### src/rtl/riscv_pkg.sv
// Shared RISC-V encoding constants: instruction format codes, base opcodes and the canonical NOP.
package riscv_pkg;

   typedef enum logic [2:0] {
      FMT_R = 3'd0,
      FMT_I = 3'd1,
      FMT_S = 3'd2,
      FMT_B = 3'd3,
      FMT_U = 3'd4,
      FMT_J = 3'd5
   } fmt_e;

   localparam logic [6:0] OP_REG    = 7'b0110011;
   localparam logic [6:0] OP_IMM    = 7'b0010011;
   localparam logic [6:0] OP_STORE  = 7'b0100011;
   localparam logic [6:0] OP_BRANCH = 7'b1100011;
   localparam logic [6:0] OP_LUI    = 7'b0110111;
   localparam logic [6:0] OP_JAL    = 7'b1101111;

   localparam logic [31:0] NOP = 32'h0000_0013;

endpackage

### src/rtl/instr_pack.sv
// Combinational field packer: builds the 32-bit instruction word for a format and flags
// immediates that do not fit the format's encodable range.
module instr_pack
   import riscv_pkg::*;
(
   input  logic [2:0]  fmt,
   input  logic [6:0]  opcode,
   input  logic [4:0]  rd,
   input  logic [4:0]  rs1,
   input  logic [4:0]  rs2,
   input  logic [2:0]  func3,
   input  logic [6:0]  func7,
   input  logic [31:0] imm,
   output logic [31:0] word,
   output logic        imm_bad
);

   always_comb begin
      // NOTE: both outputs get a default before the case so no path through it can infer a latch.
      word    = NOP;
      imm_bad = 1'b0;
      case (fmt)
         FMT_R: word = {func7, rs2, rs1, func3, rd, opcode};
         FMT_I: begin
            word    = {imm[11:0], rs1, func3, rd, opcode};
            imm_bad = imm != {{20{imm[11]}}, imm[11:0]};
         end
         FMT_S: begin
            word    = {imm[11:5], rs2, rs1, func3, imm[4:0], opcode};
            imm_bad = imm != {{20{imm[11]}}, imm[11:0]};
         end
         FMT_B: begin
            word    = {imm[12], imm[10:5], rs2, rs1, func3, imm[4:1], imm[11], opcode};
            imm_bad = (imm != {{19{imm[12]}}, imm[12:0]}) || imm[0];
         end
         FMT_U: begin
            word    = {imm[31:12], rd, opcode};
            imm_bad = |imm[11:0];
         end
         FMT_J: begin
            word    = {imm[20], imm[10:1], imm[11], imm[19:12], rd, opcode};
            imm_bad = (imm != {{11{imm[20]}}, imm[20:0]}) || imm[0];
         end
         // Codes 6 and 7 have no format: emit a harmless NOP and flag it.
         default: imm_bad = 1'b1;
      endcase
   end

endmodule

### src/rtl/instruction_encoder.sv
// Streams field tuples into an instruction memory: encodes each accepted tuple and writes it
// one cycle later at the next sequential word address, stopping once the memory is full.
module instruction_encoder
   import riscv_pkg::*;
#(
   parameter int ADDR_W = 10
)
(
   input  logic              clk,
   input  logic              rst_n,
   input  logic              start,
   input  logic              in_valid,
   output logic              in_ready,
   input  logic [2:0]        fmt,
   input  logic [6:0]        opcode,
   input  logic [4:0]        rd,
   input  logic [4:0]        rs1,
   input  logic [4:0]        rs2,
   input  logic [2:0]        func3,
   input  logic [6:0]        func7,
   input  logic [31:0]       imm,
   output logic              mem_we,
   output logic [ADDR_W-1:0] mem_addr,
   output logic [31:0]       mem_wdata,
   output logic [ADDR_W:0]   count,
   output logic              full,
   output logic              err
);

   typedef enum logic [1:0] {IDLE, LOAD, FULL} state_e;

   localparam logic [ADDR_W:0] LAST = {1'b0, {ADDR_W{1'b1}}};
   localparam logic [ADDR_W:0] ONE  = (ADDR_W+1)'(1);

   state_e      state;
   logic        accept;
   logic [31:0] word;
   logic        imm_bad;

   instr_pack u_pack (
      .fmt     (fmt),
      .opcode  (opcode),
      .rd      (rd),
      .rs1     (rs1),
      .rs2     (rs2),
      .func3   (func3),
      .func7   (func7),
      .imm     (imm),
      .word    (word),
      .imm_bad (imm_bad)
   );

   // A start in the same cycle wins over the handshake, so ready is masked by it.
   assign in_ready = (state == LOAD) && !start;
   assign accept   = in_valid && in_ready;

   // NOTE: all state uses <= so each register samples pre-edge values regardless of statement order.
   always_ff @(posedge clk or negedge rst_n) begin
      if (!rst_n) begin
         state     <= IDLE;
         mem_we    <= 1'b0;
         mem_addr  <= '0;
         mem_wdata <= '0;
         count     <= '0;
         full      <= 1'b0;
         err       <= 1'b0;
      end else begin
         mem_we <= 1'b0;
         if (start) begin
            state    <= LOAD;
            mem_addr <= '0;
            count    <= '0;
            full     <= 1'b0;
            err      <= 1'b0;
         end else if (accept) begin
            mem_we    <= 1'b1;
            mem_addr  <= count[ADDR_W-1:0];
            mem_wdata <= word;
            count     <= count + ONE;
            err       <= err | imm_bad;
            if (count == LAST) begin
               state <= FULL;
               full  <= 1'b1;
            end
         end
      end
   end

endmodule

### config.mk
export PLATFORM = sky130hd
export DESIGN_NAME = instruction_encoder
export DESIGN_NICKNAME = d
export VERILOG_FILES = /design/src/rtl/riscv_pkg.sv /design/src/rtl/instr_pack.sv /design/src/rtl/instruction_encoder.sv
export SDC_FILE = /design/constraint.sdc
export NUM_CORES = 1
export LEC_CHECK = 0
export BUFFER_PORTS_ARGS = -buffer_cell sky130_fd_sc_hd__buf_2
export CAP_MARGIN = 10
export CORE_MARGIN = 4
export CORE_UTILIZATION = 48
export CTS_CLUSTER_SIZE = 40
export DETAILED_ROUTE_END_ITERATION = 10
export PLACE_DENSITY_LB_ADDON = 0.15
export SYNTH_ARGS = -nofsm -noshare
export SYNTH_HDL_FRONTEND = slang
export SYNTH_SLANG_ARGS = --single-unit
### constraint.sdc
create_clock -name clk -period 2 [get_ports clk]
set_clock_uncertainty 0.05 [all_clocks]
set_input_delay 0.1 -clock clk [delete_from_list [all_inputs] [get_ports clk]]
set_output_delay 0.1 -clock clk [all_outputs]
set_load 0.05 [all_outputs]
==> key figures <==
Timing
  – Hold Violations, Final: 0
  – Max-slew headroom: 0.623
  – Hold slack: 3.96 ps
  – Max frequency: 0.580 GHz
  – Tmin final: 1720 ps
  – Slack of the critical path: 277 ps
  – Fin. max-slew vios: 0
  – Final setup violation count: 0
  – Worst Max-Slew Pin Slew: 565 ps
  – Tcrit/Tclk final: 0.861
  – RSZ-0062 raised after global routing: false

Pwr
  – Flop pwr share: 0.369
  – Cell Int Power: around 2.4 mW
  – Clk pwr share: 0.373
  – Static Leak: 1.90 nW
  – Maximum VDD drop: about 0.62 mV
  – Gate power share: 0.259
  – Sw frac: 0.337
  – PwrDens: 892 nW/um^2
  – P_sw: 1.20 mW

Logic synthesis
  – Syn avg cell area: 8.57 um^2
  – Area share of fa/ha/maj cells after synthesis: 0.00418
  – Multiplexer area fraction after synthesis: 0.0381
  – Cell with the most instances after synthesis: a21oi_1
  – XOR/XNOR Fraction of Synth Area: 0.0264
  – Simple-gate area share of the yosys netlist: 0.245
  – Post-synthesis sequential area ratio: 0.477
  – Post-synth top area cell: dfrtp_1
  – Asr flop ratio synth: 1.00
  – Syn_nets: 421
  – Main combinational cell family by area after synthesis: simple AND/OR/NAND/NOR gates
  – Seq cells post-synth: between 50 and 60
  – Mapped Cells: 349
  – Yosys warns: 0
  – Post-synth cell types: 36
  – Dominant cells by area after synthesis: dfrtp_1 48%, a21oi_1 9.9%, nor2_1 6.4%, nor2b_1 4.4%, nand2_1 4.1%
  – Yosys top cell area share: 0.477
  – Predominant post-synthesis flop cell: dfrtp_1
  – Synth Cell Area: about 3000 um^2
  – Post-synth EDFFs: 0
  – Complex-gate fraction of the synthesized area: 0.166
  – Post-synth top cells: 59 x a21oi_1, 57 x dfrtp_1, 51 x nor2_1

Detailed routing
  – Via density: between 5 and 6
  – DRT iter0 DRCs: ~140
  – Number of remaining DRC errors: 0
  – Pre-antenna DRT Iters: 4
  – Final WL: 8.72 mm
  – Via Count: 3016
  – Antenna Violating Nets Remaining: 0
  – Routed len/inst: roughly 16 um

Clocking
  – Number of gates resized after CTS: 0
  – Htree depth: 3
  – CTS clk-pin slew, worst paths: 70 ps
  – Clk sinks: 57
  – TritonCTS clock tree: done
  – CTS root buf: clkbuf_8
  – Clk_lat worst skew: 330 ps
  – Max Buffers Root-to-Sink: 2
  – TritonCTS Buffers: 9

Global routing
  – Initial antenna violation count: 0
  – Met1 Resource Use GR: 0.317
  – GRT Max-Usage Layer: met2
  – First-pass GRT wire length: 14.2 mm
  – Vias in the first global route: just under 3000
  – Met3 GRT Util: 0.0691
  – Met2 GRT Util: 0.376
  – All-Layer GR Usage: 0.238
  – Largest net degree at the start of global routing: 61
  – GRT overflow: 0

Die
  – Core area: 5990 um^2
  – Die ar.: around 7600 um^2
  – Die W: about 87 um
  – Initial Util: 0.499
  – Ports: 128
  – Cell Rows: 28
  – DIE HEIGHT: ~87 um

Critical path
  – Setup CP Type: flop to flop
  – Crit-path cells: nor3b_4, nand2_2, clkinv_4, buf_4, nand3_1, o21ai_0
  – CP Launch Type: flop
  – CP max stage cell: buf_4
  – CP required: roughly 2200 ps
  – CP Capture Type: flop
  – Worst path arrival time: approximately 1900 ps
  – Max Fanout on Critical Path: 60
  – Max incr delay on CP: between 400 and 500 ps

Finish
  – Area Growth Syn to Fin: 34.0%
  – Nets: 550
  – Fin util: 0.669
  – Antenna cells: 0
  – Proportion of layout cells with a drive suffix above 1: 0.331
  – Final instance area: 4010 um^2

Placed design
  – Dpl ws: 192 ps
  – Routability cong.: around 0.85
  – I/O Buffers: 127
  – Area after DPL: around 3700 um^2
  – HPWL after detailed placement: 6.31 mm

Hold path
  – Hold Crit Class: primary input to flop

Job
  – Max Cap Viol: 0

Outcome
  – Status: finished clean
[power by group through the flow]
stage	Sequential [mW]	Clock (mW)	Combinational, mW
final	1.32	1.33	0.925
after CTS	1.32	1.35	0.930
after global placement	1.34	0	0.910
after floorplan	1.71	0	0.244
after global routing	1.33	1.41	0.992
after detailed placement	1.34	0	0.920
[path summary, 6_finish.rpt]
check                       startpoint            end  slack, ps  cells after the start
setup / recovery                  full   mem_wdata[3]        280                      6
hold / removal               opcode[0]   mem_wdata[0]          4                      3
setup reg to reg                  full   mem_wdata[3]        280                      6
hold reg to reg            mem_addr[5]    mem_addr[5]        470                      2
max in group asynchronous        rst_n  mem_wdata[15]       1070                      3
min in group asynchronous        rst_n  mem_wdata[17]        230                      2
[registers in the layout, indices dropped and copies added (netlist names)]
signal	count
mem_addr	10
err	1
mem_we	1
mem_wdata	32
count	11
full	1
state	1
[critical path, delay by kind of cell (launching register included)]
kind,cells,cell delay [ps]
AO/OA/AOI/OAI,1,110
buffers and inverters,2,540
flip-flops,1,440
AND/OR/NAND/NOR,3,480
[cell type report]
type | count | area [um^2]
sequential | 57 | 1430
clock buffer | 11 | 141
tap | 75 | 93.8
inverter | 10 | 42.5
fill | 500 | 1980
multi-input combinational | 259 | 1430
clock inverter | 5 | 103
timing repair buffer | 141 | 766
[kinds of logic after synthesis]
logic type | after synthesis
and+or+nand+nor | 150
muxes | 11
adders and majority gates | 1
xor gates and xnor gates | 9
buffers and inverters | 33
DFF | 57
AOI/OAI and AO/OA | 88
[metal layers]
layer  up-vias  wire length (um)
li1       1472                 -
met1      1412              3900
met2       116              3970
met3        16               694
met4         0               156
met5         -                 0
[cells in the final DEF (no fill, tap or decap), types with 2 or more instances in the layout]
cell type | Yosys | final
buf_4 | 0 | 8
nand2b_1 | 2 | 2
clkbuf_8 | 0 | 10
nand2_1 | 33 | 33
nor3_1 | 9 | 9
mux2_2 | 3 | 3
dfrtp_1 | 57 | 56
bufinv_16 | 0 | 3
and3_1 | 2 | 2
buf_2 | 4 | 127
xor2_1 | 4 | 4
or3_1 | 2 | 2
nand4_1 | 6 | 6
a221oi_1 | 10 | 10
o21ai_0 | 13 | 13
a21oi_1 | 59 | 59
inv_1 | 9 | 9
dlygate4sd3_1 | 0 | 5
nand3_1 | 10 | 10
nor2b_1 | 21 | 21
xnor2_1 | 5 | 5
mux2i_1 | 8 | 8
nor2_1 | 51 | 51
nor4_1 | 8 | 8
[per-stage QoR]
| step | setup TNS [ps] | power (mW) | cells |
|---|---|---|---|
| 3_3_place_gp | 0 | 2.25 | 537 |
| 6_report | 0 | 3.58 | 558 |
| 5_1_grt | 0 | 3.73 | 558 |
| 4_1_cts | 0 | 3.60 | 558 |
| 2_1_floorplan | -471 | 1.96 | 349 |
| 3_5_place_dp | 0 | 2.26 | 537 |
[what timing repair did]
action,CTS,global route
hold buffers,5,0
buffers inserted,0,0
endpoints found under the hold margin,24,0
Power figures use the tool's default switching activity.
